<file path="config.mk">
export PLATFORM = sky130hd
export DESIGN_NAME = fp16_to_int16
export DESIGN_NICKNAME = d
export VERILOG_FILES = /design/src/rtl/fp16_to_int16.sv
export SDC_FILE = /design/constraint.sdc
export NUM_CORES = 1
export LEC_CHECK = 0
export BUFFER_PORTS_ARGS = -buffer_cell sky130_fd_sc_hd__buf_2
export CAP_MARGIN = 30
export CORE_MARGIN = 2
export CORE_UTILIZATION = 41
export DETAILED_ROUTE_END_ITERATION = 12
export PLACE_DENSITY_LB_ADDON = 0.3
export SYNTH_ARGS = -nofsm -noshare
export SYNTH_HDL_FRONTEND = slang
export SYNTH_SLANG_ARGS = --single-unit
</file>
<file path="constraint.sdc">
create_clock -name clk -period 2.45 [get_ports clk]
set_input_delay 0.245 -clock clk [delete_from_list [all_inputs] [get_ports clk]]
set_output_delay 0.245 -clock clk [all_outputs]
set_load 0.1 [all_outputs]
</file>
<file path="src/rtl/fp16_to_int16.sv">
// IEEE-754 binary16 to signed Q(15-FRAC_BITS).FRAC_BITS converter.
// Serial shifter (one bit per cycle) followed by a round-to-nearest-even step.
module fp16_to_int16 #(
  parameter int unsigned FRAC_BITS = 0
) (
  input  logic        clk,
  input  logic        rst_n,
  input  logic        in_valid,
  output logic        in_ready,
  input  logic [15:0] in_data,
  output logic        out_valid,
  input  logic        out_ready,
  output logic [15:0] out_data,
  output logic        out_sat,
  output logic        out_invalid,
  output logic        out_inexact
);

  localparam int unsigned DATA_W    = 16;
  localparam int unsigned MAG_W     = 16;
  localparam int unsigned RND_W     = MAG_W + 1;
  localparam int unsigned CNT_W     = 4;
  localparam int          MAX_SHIFT = 12;

  typedef enum logic [1:0] {IDLE, SHIFT, ROUND, DONE} state_t;

  state_t              r_state, w_state;
  logic                r_sign, w_sign;
  logic                r_left, w_left;
  logic [MAG_W-1:0]    r_mag, w_mag;
  logic [CNT_W-1:0]    r_cnt, w_cnt;
  logic                r_guard, w_guard;
  logic                r_sticky, w_sticky;
  logic                r_sat_pre, w_sat_pre;
  logic                r_inv_pre, w_inv_pre;
  logic                r_in_ready, w_in_ready;
  logic                r_out_valid, w_out_valid;
  logic [DATA_W-1:0]   r_data, w_data;
  logic                r_sat, w_sat;
  logic                r_inv, w_inv;
  logic                r_inexact, w_inexact;

  logic [4:0]          w_exp;
  logic [9:0]          w_man;
  int                  w_e_eff, w_k, w_p, w_abs_k;
  logic [CNT_W-1:0]    w_n;
  logic                w_is_nan, w_is_inf, w_is_zero, w_ovf, w_inc;
  logic [RND_W-1:0]    w_rnd, w_neg;

  // State and datapath registers
  always_ff @(posedge clk or negedge rst_n) begin
    if (!rst_n) begin
      r_state     <= IDLE;
      r_sign      <= 1'b0;
      r_left      <= 1'b0;
      r_mag       <= '0;
      r_cnt       <= '0;
      r_guard     <= 1'b0;
      r_sticky    <= 1'b0;
      r_sat_pre   <= 1'b0;
      r_inv_pre   <= 1'b0;
      r_in_ready  <= 1'b1;
      r_out_valid <= 1'b0;
      r_data      <= '0;
      r_sat       <= 1'b0;
      r_inv       <= 1'b0;
      r_inexact   <= 1'b0;
    end else begin
      r_state     <= w_state;
      r_sign      <= w_sign;
      r_left      <= w_left;
      r_mag       <= w_mag;
      r_cnt       <= w_cnt;
      r_guard     <= w_guard;
      r_sticky    <= w_sticky;
      r_sat_pre   <= w_sat_pre;
      r_inv_pre   <= w_inv_pre;
      r_in_ready  <= w_in_ready;
      r_out_valid <= w_out_valid;
      r_data      <= w_data;
      r_sat       <= w_sat;
      r_inv       <= w_inv;
      r_inexact   <= w_inexact;
    end
  end

  // Next-state, operand decode and result formation
  always_comb begin
    w_state   = r_state;
    w_sign    = r_sign;
    w_left    = r_left;
    w_mag     = r_mag;
    w_cnt     = r_cnt;
    w_guard   = r_guard;
    w_sticky  = r_sticky;
    w_sat_pre = r_sat_pre;
    w_inv_pre = r_inv_pre;
    w_data    = r_data;
    w_sat     = r_sat;
    w_inv     = r_inv;
    w_inexact = r_inexact;

    w_exp     = in_data[14:10];
    w_man     = in_data[9:0];
    w_e_eff   = (w_exp == 5'd0) ? 1 : int'(w_exp);
    w_k       = w_e_eff - 25 + int'(FRAC_BITS);
    w_p       = w_e_eff - 15 + int'(FRAC_BITS);
    w_abs_k   = (w_k < 0) ? -w_k : w_k;
    w_n       = (w_abs_k > MAX_SHIFT) ? CNT_W'(MAX_SHIFT) : CNT_W'(w_abs_k);
    w_is_nan  = (w_exp == 5'd31) && (w_man != 10'd0);
    w_is_inf  = (w_exp == 5'd31) && (w_man == 10'd0);
    w_is_zero = (w_exp == 5'd0) && (w_man == 10'd0);
    // Exactly -2^15 is the only representable value at p=15
    w_ovf     = (w_exp != 5'd31) &&
                ((w_p >= 16) || ((w_p == 15) && !(in_data[15] && (w_man == 10'd0))));

    w_inc     = r_guard & (r_sticky | r_mag[0]);
    w_rnd     = {1'b0, r_mag} + RND_W'(w_inc);
    w_neg     = -w_rnd;

    unique case (r_state)
      IDLE: begin
        if (in_valid) begin
          w_sign    = in_data[15];
          w_left    = (w_k > 0);
          w_mag     = MAG_W'({(w_exp != 5'd0), w_man});
          w_cnt     = w_n;
          w_guard   = 1'b0;
          w_sticky  = 1'b0;
          w_sat_pre = 1'b0;
          w_inv_pre = 1'b0;
          w_data    = '0;
          w_sat     = 1'b0;
          w_inv     = 1'b0;
          w_inexact = 1'b0;
          if (w_is_nan) begin
            w_inv_pre = 1'b1;
            w_mag     = '0;
            w_cnt     = '0;
          end else if (w_is_inf || w_ovf) begin
            w_sat_pre = 1'b1;
            w_mag     = '0;
            w_cnt     = '0;
          end else if (w_is_zero) begin
            w_cnt     = '0;
          end
          w_state = (w_cnt != '0) ? SHIFT : ROUND;
        end
      end
      SHIFT: begin
        if (r_left) begin
          w_mag = r_mag << 1;
        end else begin
          w_mag    = {1'b0, r_mag[MAG_W-1:1]};
          w_guard  = r_mag[0];
          w_sticky = r_sticky | r_guard;
        end
        w_cnt = r_cnt - CNT_W'(1);
        if (r_cnt == CNT_W'(1)) w_state = ROUND;
      end
      ROUND: begin
        w_state = DONE;
        if (r_inv_pre) begin
          w_data = '0;
          w_inv  = 1'b1;
        end else if (r_sat_pre) begin
          w_data = r_sign ? 16'h8000 : 16'h7FFF;
          w_sat  = 1'b1;
        end else begin
          w_inexact = r_guard | r_sticky;
          if (!r_sign && (w_rnd >= RND_W'(32768))) begin
            w_data = 16'h7FFF;
            w_sat  = 1'b1;
          end else if (r_sign) begin
            w_data = w_neg[DATA_W-1:0];
          end else begin
            w_data = w_rnd[DATA_W-1:0];
          end
        end
      end
      DONE: begin
        if (out_ready) w_state = IDLE;
      end
      default: w_state = IDLE;
    endcase

    w_in_ready  = (w_state == IDLE);
    w_out_valid = (w_state == DONE);
  end

  assign in_ready    = r_in_ready;
  assign out_valid   = r_out_valid;
  assign out_data    = r_data;
  assign out_sat     = r_sat;
  assign out_invalid = r_inv;
  assign out_inexact = r_inexact;

endmodule

</file>
==> results of run 1 <==
## registers in the layout (all words and copies together) (netlist names)
| name | cells |
|---|---|
| out_data | 16 |
| out_sat | 1 |
| out_invalid | 1 |
| in_ready | 1 |
| r_sat_pre | 1 |
| out_inexact | 1 |
| r_mag | 16 |
| r_left | 1 |
| r_inv_pre | 1 |
| r_sticky | 1 |
| out_valid | 1 |
| r_state | 2 |
| r_guard | 1 |
| r_cnt | 4 |
| r_sign | 1 |
## timing repair
| item | CTS | global route |
|---|---|---|
| pin swaps | 2 | 5 |
| hold buffers | 1 | 0 |
| hold endpoints to repair | 48 | 0 |
| gates resized for setup | 4 | 12 |
| setup endpoints to repair | 6 | 13 |
| setup buffers | 1 | 2 |
## power by group through the flow
| stage | clock network [mW] | logic (mW) | registers (mW) |
|---|---|---|---|
| 2_1_floorplan | 0 | 2.13 | 2.15 |
| 3_3_place_gp | 0 | 3.63 | 1.48 |
| 3_5_place_dp | 0 | 3.68 | 1.51 |
| 4_1_cts | 0.481 | 3.71 | 1.49 |
| 5_1_grt | 0.512 | 4.10 | 1.55 |
| 6_report | 0.473 | 3.77 | 1.49 |
## layer usage
layer | vias to the layer above | wire [µm] | track usage
li1 | 1719 | - | -
met1 | 1639 | 4360 | 0.260
met2 | 68 | 4170 | 0.301
met3 | 11 | 301 | 0.0305
met4 | 0 | 123 | 0.0432
met5 | - | 0 | 0
## placed cells by master (no fill, tap or decap), types with 3 or more instances in the layout
cell type / instances
buf_4: 53
nand2_1: 48
dfrtp_1: 48
buf_2: 40
a21oi_1: 31
nor2_1: 29
nand3_1: 21
o21ai_0: 21
mux2i_1: 18
a221oi_1: 12
inv_1: 11
xnor2_1: 10
xor2_1: 9
o21ai_1: 8
nand2b_1: 6
nor3_1: 6
and2_1: 6
nand4_1: 5
clkbuf_8: 5
or3_1: 4
nor2b_1: 4
o211ai_1: 4
o22ai_1: 4
nor4_1: 4
and3_1: 4
a211o_1: 4
a32o_1: 4
ha_1: 4
o31ai_1: 3
a31oi_1: 3
nor3b_1: 3
o21a_1: 3
nand3_2: 3
a211oi_2: 3
nor3_2: 3
## through the flow
stage	hold slack (ns)	util	cells
after floorplan	-0.0506	-	434
after global placement	0.255	0.490	598
after detailed placement	0.252	0.490	598
after CTS	0.197	0.503	608
after global routing	0.205	0.511	610
final	0.197	0.511	610
## kinds of logic after synthesis
| group | synth area share |
|---|---|
| and+or+nand+nor | 0.252 |
| DFF | 0.334 |
| AOI/OAI and AO/OA | 0.230 |
| adders and majority gates | 0.0238 |
| xor gates and xnor gates | 0.0521 |
| buffers and inverters | 0.0593 |
| muxes | 0.0490 |
## worst min path at each step
stage                        to        start
global placement      out_valid        rst_n
global route             r_sign  in_data[15]
finish                   r_sign  in_data[15]
detailed placement  out_data[7]        rst_n
CTS                      r_sign  in_data[15]
floorplan           out_data[0]        rst_n
## area by class of cell
cell class              count  share of cell area
multi-input cells         338               0.524
flip-flops and latches     49               0.276
repair buffers             95               0.141
well taps                 108              0.0303
clock buffers               6              0.0163
inverters                  12              0.0101
clock inverters             2             0.00225
## tightest hold or removal path, stage by stage
cell	delay, ns
buf_2	0.11
nand2_1	0.05
o21ai_0	0.06
==> impl_metrics.yaml, run 1 <==
timing:
  worst_slew_pin_slew_ns: 0.813
  fin_crit_ns: 2.55
  skew_ns: 0.0114
  fmax_mhz: 393
  max_slew_margin: 0.458
  setup_viol: 4
  tns_ns: -0.251
  worst_slack_ns: -0.0969
  hold_viol: 0
  slew_viol_final: 0
  post-route-period-util: 1.04
  rsz0062_at_grt: "true"
power:
  clockPowerShare: 0.083
  p_comb_frac: 0.657
  fin_total_pwr_mw: 5.73
  p_switching_mw: 3.04
  seqPwrFrac: 0.260
  switching_share: 0.530
  power_density_nw_per_um2: 1290
  p_leak_nw: 1.95
  p_int_mw: 2.69
  ir_drop_mv: 0.395
critical_path:
  crit_required_ns: 2.63
  path_buf_inv: 1
  crit_chain: "o21a_1 > ha_4 > ha_4 > nand4_4 > buf_4 > nor4_4 > a211o_1 > nor3b_1 > or4_1 > a32o_1"
  crit_fanout: 7
  cp_top_family: "compound AO/OA/AOI/OAI gates"
  crit_end: "out_data[12]"
  cpPeakStageDelay_ns: 0.40
  path_common_cell: "ha_4"
  startpoint_type: "register"
  critPathCaptureType: "register"
  critPathLaunch: "r_mag[0]"
  worstSetupPathDepth: 10
  crit_path_top_delay_cell: "dfrtp_1"
  rr_worst_depth: 10
  r2r_start: "r_mag[0]"
  ff2ff_setup_slack_ns: -0.1
  path_class: "register to register"
  r2r-end: "out_data[12]"
  arrival_ns: 2.73
final_layout:
  multi_input_area_um2: 2340
  regArea_um2: 1230
  layout-drive-gt1-share: 0.283
  area_growth_pct: 21.3
  nets: 528
  n_fill_cell: 797
  antennaDiodeCount: 0
  final_area_um2: 4450
clock_network:
  cts.sinks: 49
  clk_pin_slew_worst_paths_ns: 0.09
  ctsLongestPathBuffers: 2
  ctsRootBufferMaster: "clkbuf_8"
  cts_tree: "built"
  cts_buffers: 5
  h-tree-depth: 2
  worst_skew_pair.late_latency_ns: 0.30
synth:
  synthesis.nets: 461
  async_reset_ff_frac: 1.00
  yosysWarnings: 0
  synth_cell_types: 73
  ys_ff_latch: 49
  synthTopCellsByArea: "dfrtp_1 33%, mux2i_1 4.9%, nand2_1 4.9%, a21oi_1 4.5%, o21ai_0 3.1%"
  syn_area_per_cell_um2: 8.46
  ys_seq_area_frac: 0.334
  synth.largest_area_cell: "dfrtp_1"
  synthCells: 434
  yosys-top-cells-count: "48 x dfrtp_1, 48 x nand2_1, 33 x a21oi_1, 29 x nor2_1, 23 x o21ai_0"
  synth_enable_flop_cells: 0
  synth_top_flop_cell: "dfrtp_1"
  synth_top_area_frac: 0.327
  syn_area_um2: 3670
global_routing:
  grtUsageTotal: 0.185
  grt_max_degree: 50
  antenna_found_initial: 0
  overflow: 0
  grt_pass1_wl_um: 15300
  grt_pass1_vias: 3210
route:
  postRouteAntennaNets: 0
  viasPerCell: 5.63
  vias: 3437
  routed_wl_um: 8950
  drt-initial-drc-count: 143
  wire_per_inst_um: 14.7
  drt_pass1_iterations: 4
  drt_drc_violations_left: 0
die:
  start_util: 0.421
  dieWidth_um: 98.7
  die-height_um: 98.7
  rows: 34
  die_area_um2: 9730
  ios: 41
  coreArea_um2: 8720
placement:
  gp_congestion: 0.843
  placed_area_um2: 4270
  port-buffer-count: 40
  post-dp-hpwl_um: 6770
  pre_cts_slack_ns: -0.108
job:
  max_cap_violations: 0
hold_path:
  whs_path_depth: 3
  hold_path.class: "input port to register"
run_status:
  status: "complete, but fails checks"
  violations: "negative setup slack"
(Power assumes the default switching activity.)
==> inputs of run 2 (changes only) <==
--- a/config.mk
+++ b/config.mk
@@ -5,10 +5,11 @@
 export SDC_FILE = /design/constraint.sdc
 export NUM_CORES = 1
 export LEC_CHECK = 0
+export ABC_AREA = 0
 export BUFFER_PORTS_ARGS = -buffer_cell sky130_fd_sc_hd__buf_2
 export CAP_MARGIN = 30
 export CORE_MARGIN = 2
-export CORE_UTILIZATION = 41
+export CORE_UTILIZATION = 54
 export DETAILED_ROUTE_END_ITERATION = 12
 export PLACE_DENSITY_LB_ADDON = 0.3
 export SYNTH_ARGS = -nofsm -noshare
==> constraint.sdc (replaced) <==
create_clock -name clk -period 2.2 [get_ports clk]
set_input_delay 0.22 -clock clk [delete_from_list [all_inputs] [get_ports clk]]
set_output_delay 0.22 -clock clk [all_outputs]
set_load 0.1 [all_outputs]
==> impl_metrics.yaml, run 2 (synthesis gave the netlist of run 1 again) <==
clock_network:
  ctsRootBufferMaster: "clkbuf_8"
  worst_skew_pair.late_latency_ns: 0.31
  cts.sinks: 49
  cts_buffers: 5
  cts_tree: "built"
  ctsLongestPathBuffers: 2
  h-tree-depth: 2
  clk_pin_slew_worst_paths_ns: 0.09
final_layout:
  final_common_cell: "buf_4"
  antennaDiodeCount: 0
  n_fill_cell: 547
  multi_input_area_um2: 2430
  regArea_um2: 1230
  post-route-util: 0.700
  nets: 550
  final_cell_mix: "74 x buf_4, 48 x dfrtp_1, 46 x nand2_1, 40 x buf_2, 32 x a21oi_1"
  area_growth_pct: 27.4
  layout-drive-gt1-share: 0.336
hold_path:
  hold_path.class: "input port to register"
route:
  postRouteAntennaNets: 0
  drt_drc_violations_left: 0
  wire_per_inst_um: 15.4
  vias: 3517
  routed_wl_um: 9280
  viasPerCell: 5.82
  drt_pass1_iterations: 4
  drt-initial-drc-count: 187
critical_path:
  startpoint_type: "register"
  critPathCaptureType: "register"
  path_class: "register to register"
  crit_required_ns: 2.40
  crit_fanout: 5
  arrival_ns: 2.75
timing:
  max_slew_margin: 0.520
  holdWs_ns: 0.160
  slew_viol_final: 0
  worst_slack_ns: -0.352
  setup_viol: 13
  fin_crit_ns: 2.55
  rsz0062_at_grt: "true"
  hold_viol: 0
  skew_ns: 0.00398
  worst_slew_pin_slew_ns: 0.719
  fmax_mhz: 392
  post-route-period-util: 1.16
global_routing:
  gr-usage-met3: 0.0324
  use_met2: 0.467
  grt_pass1_vias: 3381
  grt_pass1_wl_um: 15600
  grt_util_met1: 0.321
  antenna_found_initial: 0
  grtUsageTotal: 0.256
  grt_max_degree: 32
  busiest_layer: "met2"
  overflow: 0
die:
  coreArea_um2: 6680
  rows: 30
  ios: 41
  start_util: 0.550
  die-height_um: 86.5
  dieWidth_um: 86.5
  die_area_um2: 7480
power:
  power_density_nw_per_um2: 1430
  p_leak_nw: 2.07
  seqPwrFrac: 0.240
  switching_share: 0.523
  ir_drop_mv: 0.577
  p_comb_frac: 0.679
  p_switching_mw: 3.49
  p_int_mw: 3.18
  clockPowerShare: 0.081
run_status:
  status: "complete, but fails checks"
  violations: "negative setup slack"
placement:
  gp_congestion: 0.902
  post-dp-hpwl_um: 6870
  port-buffer-count: 40
job:
  max_cap_violations: 0
## run 2: final timing paths
kind | from | to | slack, ns | depth (start not counted)
worst max-delay path | r_mag[0] | out_data[12] | -0.35 | 10
worst min-delay path | in_data[15] | r_sign | 0.16 | 3
worst max register to register | r_mag[0] | out_data[12] | -0.35 | 10
worst min register to register | out_data[0] | out_data[0] | 0.47 | 2
max in group asynchronous | rst_n | r_mag[12] | 1.06 | 3
min in group asynchronous | rst_n | out_data[4] | 0.50 | 2
## run 2: power groups by stage
stage | sequential, mW | combinational (mW) | clock (mW)
after detailed placement | 1.61 | 4.21 | 0
after global placement | 1.59 | 4.14 | 0
after CTS | 1.59 | 4.38 | 0.546
final | 1.60 | 4.53 | 0.539
after global routing | 1.65 | 4.90 | 0.585
after floorplan | 2.39 | 2.39 | 0
## run 2: area by class of cell
cell class              count  share of cell area
inverters                  12             0.00963
well taps                  80              0.0214
repair buffers            117               0.168
clock inverters             1             0.00160
multi-input cells         338               0.520
flip-flops and latches     49               0.262
clock buffers               7              0.0163
## run 2: layer usage
layer,wire [µm],share of wire
met2,4710,0.51
met1,4210,0.45
met4,110,0.012
met3,253,0.027
met5,0,0
## run 2: worst max-delay path, cell delays in order (launching register included)
cell and delay, ns:
dfrtp_1 0.39, o21a_1 0.21, ha_4 0.18, ha_4 0.18
buf_4 0.13, a21boi_4 0.14, o2111a_2 0.28, a31oi_4 0.21
nor3b_2 0.08, or4_1 0.39, a32o_1 0.26
## run 2: what timing repair did
action	4_1_cts	5_1_grt
gates cloned	0	0
resized for setup	14	16
pin swaps	6	12
setup buffers	6	5
endpoints found under the hold margin	28	0
hold buffers	1	0
setup endpoints to repair	17	19
## run 2: stage by stage
stage | total power [mW] | TNS (ns) | cell area [µm²] | setup slack [ns] | cells
2_1_floorplan | 4.79 | -1.57 | 3780 | -0.341 | 434
3_3_place_gp | 5.74 | -2.12 | 4370 | -0.284 | 583
3_5_place_dp | 5.82 | -2.95 | 4380 | -0.342 | 584
4_1_cts | 6.52 | -1.62 | 4580 | -0.257 | 599
5_1_grt | 7.13 | -4.71 | 4680 | -0.469 | 604
6_report | 6.67 | -2.42 | 4680 | -0.352 | 604
